==> src/rtl/pll_seq_pkg.sv <==
// Shared definitions for the PLL reset sequencer: FSM state codes, retry counter width
// and a small helper for sizing the shared cycle counter.
package pll_seq_pkg;

    localparam int STATE_W = 3;
    localparam int RETRY_W = 8;

    typedef enum logic [STATE_W-1:0] {
        ST_PLL_RST   = 3'd0,
        ST_WAIT_LOCK = 3'd1,
        ST_STABLE    = 3'd2,
        ST_REL_PCS   = 3'd3,
        ST_RUN       = 3'd4
    } seq_state_e;

    function automatic int max_of(input int a, input int b);
        return (a > b) ? a : b;
    endfunction

endpackage

==> src/rtl/sync_bit.sv <==
// Multi-flop synchronizer for a single asynchronous level; all flops clear to 0 on reset
// so a stale "locked" can never be seen right after reset.
module sync_bit #(
    parameter int STAGES = 2
) (
    input  logic clk_i,
    input  logic rst_i,
    input  logic d_i,
    output logic q_o
);

    logic [STAGES-1:0] sync_q;

    always_ff @(posedge clk_i or posedge rst_i) begin
        if (rst_i) begin
            sync_q <= '0;
        end else begin
            sync_q <= {sync_q[STAGES-2:0], d_i};
        end
    end

    assign q_o = sync_q[STAGES-1];

endmodule

==> src/rtl/pll_reset_sequencer.sv <==
// PLL startup/recovery controller: pulses the PLL reset, qualifies synchronized lock, then
// releases PCS reset and later MAC reset; any lock loss or lock timeout re-resets the PLL.
module pll_reset_sequencer
    import pll_seq_pkg::*;
#(
    parameter int PLL_RST_CYCLES     = 16,
    parameter int LOCK_TIMEOUT       = 65536,
    parameter int LOCK_STABLE_CYCLES = 1024,
    parameter int STAGE_GAP          = 64,
    parameter int SYNC_STAGES        = 2
) (
    input  logic               i_clk,
    input  logic               i_reset,
    input  logic               i_pll_locked,
    output logic               o_pll_reset,
    output logic               o_rst_pcs,
    output logic               o_rst_mac,
    output logic               o_ready,
    output logic [RETRY_W-1:0] o_retry_count,
    output logic [STATE_W-1:0] o_state
);

    localparam int CNT_MAX = max_of(max_of(PLL_RST_CYCLES, LOCK_TIMEOUT),
                                    max_of(LOCK_STABLE_CYCLES, STAGE_GAP));
    localparam int CNT_W   = $clog2(CNT_MAX + 1);

    localparam logic [CNT_W-1:0] RST_LAST    = CNT_W'(PLL_RST_CYCLES - 1);
    localparam logic [CNT_W-1:0] TO_LAST     = CNT_W'(LOCK_TIMEOUT - 1);
    localparam logic [CNT_W-1:0] STABLE_LAST = CNT_W'(LOCK_STABLE_CYCLES - 1);
    localparam logic [CNT_W-1:0] GAP_LAST    = CNT_W'(STAGE_GAP - 1);

    logic               lock_s;
    seq_state_e         state_q, state_d;
    logic [CNT_W-1:0]   cnt_q, cnt_d;
    logic [RETRY_W-1:0] retry_q, retry_d;
    logic               retry_inc;
    logic               pll_reset_q, pll_reset_d;
    logic               rst_pcs_q, rst_pcs_d;
    logic               rst_mac_q, rst_mac_d;
    logic               ready_q, ready_d;

    sync_bit #(
        .STAGES (SYNC_STAGES)
    ) u_lock_sync (
        .clk_i (i_clk),
        .rst_i (i_reset),
        .d_i   (i_pll_locked),
        .q_o   (lock_s)
    );

    always_comb begin
        state_d   = state_q;
        retry_inc = 1'b0;
        case (state_q)
            ST_PLL_RST: begin
                if (cnt_q == RST_LAST) state_d = ST_WAIT_LOCK;
            end
            ST_WAIT_LOCK: begin
                if (lock_s) begin
                    state_d = ST_STABLE;
                end else if (cnt_q == TO_LAST) begin
                    state_d   = ST_PLL_RST;
                    retry_inc = 1'b1;
                end
            end
            ST_STABLE: begin
                // A dropout only restarts the lock wait; the PLL has not failed yet.
                if (!lock_s)                   state_d = ST_WAIT_LOCK;
                else if (cnt_q == STABLE_LAST) state_d = ST_REL_PCS;
            end
            ST_REL_PCS: begin
                if (!lock_s) begin
                    state_d   = ST_PLL_RST;
                    retry_inc = 1'b1;
                end else if (cnt_q == GAP_LAST) begin
                    state_d = ST_RUN;
                end
            end
            ST_RUN: begin
                if (!lock_s) begin
                    state_d   = ST_PLL_RST;
                    retry_inc = 1'b1;
                end
            end
            default: state_d = ST_PLL_RST;
        endcase

        cnt_d = ((state_d != state_q) || (state_q == ST_RUN)) ? '0 : cnt_q + CNT_W'(1);

        retry_d = (retry_inc && (retry_q != '1)) ? retry_q + RETRY_W'(1) : retry_q;

        // Outputs are decoded from the next state so they register alongside it.
        pll_reset_d = (state_d == ST_PLL_RST);
        rst_pcs_d   = (state_d == ST_PLL_RST) || (state_d == ST_WAIT_LOCK) || (state_d == ST_STABLE);
        rst_mac_d   = (state_d != ST_RUN);
        ready_d     = (state_d == ST_RUN);
    end

    always_ff @(posedge i_clk or posedge i_reset) begin
        if (i_reset) begin
            state_q     <= ST_PLL_RST;
            cnt_q       <= '0;
            retry_q     <= '0;
            pll_reset_q <= 1'b1;
            rst_pcs_q   <= 1'b1;
            rst_mac_q   <= 1'b1;
            ready_q     <= 1'b0;
        end else begin
            state_q     <= state_d;
            cnt_q       <= cnt_d;
            retry_q     <= retry_d;
            pll_reset_q <= pll_reset_d;
            rst_pcs_q   <= rst_pcs_d;
            rst_mac_q   <= rst_mac_d;
            ready_q     <= ready_d;
        end
    end

    assign o_pll_reset   = pll_reset_q;
    assign o_rst_pcs     = rst_pcs_q;
    assign o_rst_mac     = rst_mac_q;
    assign o_ready       = ready_q;
    assign o_retry_count = retry_q;
    assign o_state       = state_q;

endmodule
==> config.mk <==
export PLATFORM = sky130hd
export DESIGN_NAME = pll_reset_sequencer
export DESIGN_NICKNAME = d
export VERILOG_FILES = /design/src/rtl/pll_seq_pkg.sv /design/src/rtl/sync_bit.sv /design/src/rtl/pll_reset_sequencer.sv
export SDC_FILE = /design/constraint.sdc
export NUM_CORES = 1
export LEC_CHECK = 0
export BUFFER_PORTS_ARGS = -buffer_cell sky130_fd_sc_hd__buf_4
export CORE_ASPECT_RATIO = 1.75
export CORE_MARGIN = 3
export CORE_UTILIZATION = 50
export CTS_CLUSTER_SIZE = 25
export DETAILED_ROUTE_END_ITERATION = 12
export GPL_TIMING_DRIVEN = 0
export PLACE_DENSITY = 0.69
export SYNTH_ARGS = -nofsm -noshare
export SYNTH_HDL_FRONTEND = slang
export SYNTH_SLANG_ARGS = --single-unit
==> constraint.sdc <==
create_clock -name i_clk -period 3.4 [get_ports i_clk]
set_input_delay 0.51 -clock i_clk [delete_from_list [all_inputs] [get_ports i_clk]]
set_output_delay 0.51 -clock i_clk [all_outputs]
set_load 0.03 [all_outputs]
## After elaboration in Yosys (flattened, before gate mapping)

Cells that the tools add are included.
Widths: inputs -> output; s select.

- Add/sub/neg operators: 2
- Equal/unequal tests: 14
- Mux-type cells: 14
- Reduce and logical (&&, ||, !) cells: 7

Operators by type and width:

| kind | count |
|---|---|
| $mux 3 | 8 |
| $add 17x1->17 const B | 1 |
| $eq 17x10->1 const B | 1 |
| $eq 17x16->1 const B | 1 |
| $eq 17x4->1 const B | 1 |
| $eq 17x6->1 const B | 1 |
| $mux 17 | 1 |
| $pmux 3 s5 | 1 |
| $eq 3x2->1 const B | 3 |
| $add 8x1->8 const B | 1 |
| $ne 8x8->1 const B | 1 |
| $eq 3x1->1 const B | 2 |
| $eq 3x3->1 const B | 2 |
| $logic_not 3->1 | 2 |
| $logic_or 1x1->1 | 3 |
| $mux 1 | 3 |
| $ne 3x3->1 | 1 |
| $ne 3x3->1 const B | 1 |
| $pmux 1 s2 | 1 |
| $reduce_or 2->1 | 1 |
| $logic_and 1x1->1 | 1 |

- Register bits after elaboration: 34
- Bits of input ports: 3
- Output and inout port bits: 15
- Word-level logic and storage cells: 45

## Depth between registers and ports, before layout

- Depth in word-level cells: 7
- Gate-level depth with buffers: 11
- Mapped depth without buffers: 10

## Modules after synthesis

From an unflattened synthesis, not the netlist that was laid out.

- Cell total of the unflattened synthesis: 167
- Area, all modules: 1716.6 µm²

Modules (own cells, without submodules):

| module | times used | cells an instance | area each (µm²) | seq. area each (µm²) |
|---|---|---|---|---|
| pll_reset_sequencer | 1 | 164 | 1662.8 | 804.5 |
| sync_bit | 1 | 3 | 53.8 | 50.0 |

## Worst setup path before layout

No wires, ideal clock.

- Kind: reg2reg
- Start point: reg cnt_q[0]
- End point: reg retry_q[5], in the netlist o_retry_count[5]
- Setup time: 80 ps
- Data arrival time: 2536 ps
- Required time: 3320 ps
- Slack: 784 ps
- Stages on the path, launching flop included: 12
- Buffers on the path: 1
- Period minus slack after synthesis: 2616 ps
- Path through: dfrtp_1 > ha_1 > nand3_1 > nor4_1 > and3_1 > ha_1 > or2_2 > a22oi_1 > or3_1 > clkbuf_1 > nor3_1 > xor2_1

- Longest elaborated chain between the ends: 5

Ends and longest elaborated chain:

| item | line | RTL |
|---|---|---|
| start, declared | pll_reset_sequencer.sv:34 | `logic [CNT_W-1:0] cnt_q, cnt_d;` |
| start signal, assigned | pll_reset_sequencer.sv:110 | `cnt_q <= cnt_d;` |
| $eq 17x16->1 | pll_reset_sequencer.sv:61 | `end else if (cnt_q == TO_LAST) begin` |
| $mux 1 | pll_reset_sequencer.sv:61 |  |
| $mux 1 | pll_reset_sequencer.sv:59 | `if (lock_s) begin` |
| $pmux 1 s2 | pll_reset_sequencer.sv:54 | `case (state_q)` |
| $logic_and 1x1->1 | pll_reset_sequencer.sv:90 | `retry_d = (retry_inc && (retry_q != '1)) ? retry_q + RETRY_W'(1) : retry_q;` |
| end signal, assigned | pll_reset_sequencer.sv:111 | `retry_q <= retry_d;` |
| end, declared | pll_reset_sequencer.sv:35 | `logic [RETRY_W-1:0] retry_q, retry_d;` |

No other way between the ends.
A chain may end at the register's enable or synchronous reset.

## Worst setup path in the final report

- Start point: reg cnt_q[0]
- End point: reg retry_q[7], in the netlist o_retry_count[7]

The elaborated chain is that of the path after synthesis.

==> key figures <==
Clocking
  – Sink Count: 34
  – # hold bufs at CTS: 0
  – Clock slew at reported path FFs: 0.06 ns
  – Num CTS Buffers: 5
  – CTS tree: built
  – H-tree levels: 2
  – CTS Root Cell: clkbuf_8
  – Cts repair resizes: 0
  – Worst-Skew Late Latency: 0.28 ns
  – Longest Clk Path Bufs: 2
  – Post-CTS Setup Bufs: 0

STA
  – Fin. Hold Viols: 0
  – Slew headroom: around 54%
  – Final Skew: 0.00544 ns
  – RSZ-0062 raised after global routing: false
  – Period utilisation layout: 88.9%
  – Final setup fails: 0
  – Setup TNS: 0 ns
  – Final Max Slew Viols: 0
  – Worst Tran Pin Value: 0.684 ns
  – Worst hold slack: 0.214 ns
  – Fmax: 331 MHz
  – Fin crit period: just over 3 ns

Synthesis
  – Synth area leader: dfrtp_1
  – Synth top area share: 43.8%
  – Post-Syn Instances: 182
  – Top_reg_cell synth: dfrtp_1
  – Area contributors post-synth: dfrtp_1 44%, xor2_1 6.9%, nand2_1 4.9%
  – Number of synthesized flops with an enable pin: 0
  – Synth cell types: 41
  – Ys async rst share: 100%
  – #FFs+latches synth: 34
  – Synth Area per Inst: 9.73 um^2
  – Sequential share of the synthesized area: 48.2%
  – Netlist Area Pre-Place: around 0.0018 mm^2
  – Yosys warns: 0
  – Post-synth net total: 188

Route
  – Drt first pass iters: 4
  – Via count: approximately 1.4k
  – Initial DRC count: 25
  – DRC Markers: 0
  – WL final: 3540 um
  – Vias/cell: 5.47
  – Post-DR wirelength/cell: between 10 and 15 um
  – Detail Route Antenna Nets: 0

Setup path
  – Crit-path max FO: 6
  – Setup CP Type: reg2reg
  – CP endpoint kind: register
  – Critical Path Start Type: register
  – CP arrival: approximately 3.2 ns
  – CP required: 3.60 ns

Floorplanning
  – Die width: a little over 50 um
  – Die area: ~0.0043 mm^2
  – Rows: 28
  – Die Height: 84.7 um
  – Initial Util: 52.1%
  – Core area: 0.00340 mm^2
  – IO Count: 18

Final layout
  – Sequential Area: 855 um^2
  – Layout cell share with drive strength beyond 1: between 10% and 20%
  – Fill count: a little under 300
  – Antenna cells: 0
  – Finished Layout Cells: 253
  – Area delta synth->final: 16.5%
  – Nets: 213
  – Multi-input logic area: approximately 850 um^2

Place
  – DP Wirelength: 2640 um
  – Port bufs: 17
  – Placed Cells: ~240
  – GPL Wtd Cong: about 0.89

Global route
  – Total Routing Usage GR: 18.7%
  – Vias in the first global route: 1411
  – First-pass GRT wire length: a little over 6000 um
  – Antenna violations before repair: 0
  – Largest net degree at the start of global routing: 35
  – Grt ovf: 0

Outcome
  – Outcome: complete, no violations

Power and ir drop
  – VDD IR max: ~0.38 mV
  – Leak pwr: 0.958 nW
  – PD cells: approximately 560 mW/mm^2

Worst hold path
  – Hold Crit Class: in2async

Run
  – Max-cap check violation count: 0
sequential cells by signal, summed over array words and instances, names as in the netlist:
| signal | cells |
|---|---|
| o_ready | 1 |
| o_retry_count | 8 |
| o_pll_reset | 1 |
| o_rst_pcs | 1 |
| cnt_q | 17 |
| o_rst_mac | 1 |
| u_lock_sync.sync_q | 2 |
| o_state | 3 |
routing by layer:
layer / track usage [%] / wire length [um] / vias up
li1: - / - / 680
met1: 19.6 / 1360 / 669
met2: 34.0 / 1990 / 28
met3: 3.37 / 97 / 8
met4: 10.0 / 86 / 0
met5: 0 / 0 / -
layout by cell type, fill, tap and decap left out, types with 4 or more instances in the layout:
master / Yosys / layout
nor3_1: 8 / 8
clkbuf_8: 1 / 6
nand4_1: 4 / 4
nor4_1: 6 / 6
dfrtp_1: 31 / 31
nand3_1: 11 / 11
buf_4: 0 / 17
xor2_1: 14 / 14
nor3b_1: 5 / 5
nand2_1: 23 / 23
nor2_1: 23 / 23
inv_1: 7 / 6
clkbuf_1: 3 / 6
xnor2_1: 8 / 8
final cells by class:
class,instances,share of cell area (%)
timing repair buffer,18,7.52
tap,45,2.73
multi-input combinational,135,41.2
clock buffer,8,3.88
inverter,7,1.27
buffer,6,2.00
sequential,34,41.4
synth_stat cells (2+ instances only):
cell,count
clkbuf_1,3
nand2b_1,2
nor3b_1,5
dfstp_2,3
and3_1,2
or2_2,2
nor2b_1,2
nand3_1,11
ha_1,3
nor2_1,23
nand2_1,23
a31oi_1,2
xnor2_1,8
nand4_1,4
xor2_1,14
o31ai_1,2
dfrtp_1,31
inv_1,7
nor4_1,6
nor3_1,8
report_power, final:
group / switching [mW] / internal (mW) / total, mW
Clock: 0.133 / 0.145 / 0.278
Sequential: 0.0520 / 0.455 / 0.507
Combinational: 0.220 / 0.144 / 0.364
worst paths after layout:
kind	from	to	slack [ns]	depth (start not counted)
min in group i_clk	i_pll_locked	u_lock_sync.sync_q[0]$_DFF_PP0_	0.33	1
max in group asynchronous	i_reset	o_pll_reset$_DFF_PP1_	2.66	3
min	i_reset	u_lock_sync.sync_q[1]$_DFF_PP0_	0.21	2
max reg2reg	cnt_q[0]$_DFF_PP0_	o_retry_count[7]$_DFFE_PP0P_	0.38	11
min reg2reg	u_lock_sync.sync_q[0]$_DFF_PP0_	u_lock_sync.sync_q[1]$_DFF_PP0_	0.35	0
max	cnt_q[0]$_DFF_PP0_	o_retry_count[7]$_DFFE_PP0P_	0.38	11
cells by family (layout without fill, tap and decap cells):
family / count (synthesis) / in the layout / share of synthesized area, %
adders and majority gates: 3 / 3 / 2.12
buffers and inverters: 13 / 39 / 3.81
muxes: 1 / 1 / 0.565
AOI/OAI and AO/OA: 13 / 13 / 6.36
DFF: 34 / 34 / 48.2
and+or+nand+nor: 96 / 96 / 28.0
xor gates and xnor gates: 22 / 22 / 10.9
per-stage QoR:
stage	worst slack (ns)	area [um^2]	power, mW	utilization (%)
final	0.379	2060	1.15	60.7
after global routing	0.121	2060	1.23	60.7
after CTS	0.375	2040	1.16	59.9
after detailed placement	0.408	1960	0.878	57.5
after global placement	0.432	1960	0.860	57.5
after floorplan	0.784	1770	0.774	-
critical path: stages, from the launching register on:
cell	delay (ns)
dfrtp_1	0.39
ha_1	0.23
nand3_1	0.22
nor4_1	0.55
and3_1	0.25
ha_1	0.17
or2_2	0.11
a22oi_1	0.06
or3_1	0.35
clkbuf_1	0.18
nor3_1	0.24
xor2_1	0.18
(Power assumes the default switching activity.)
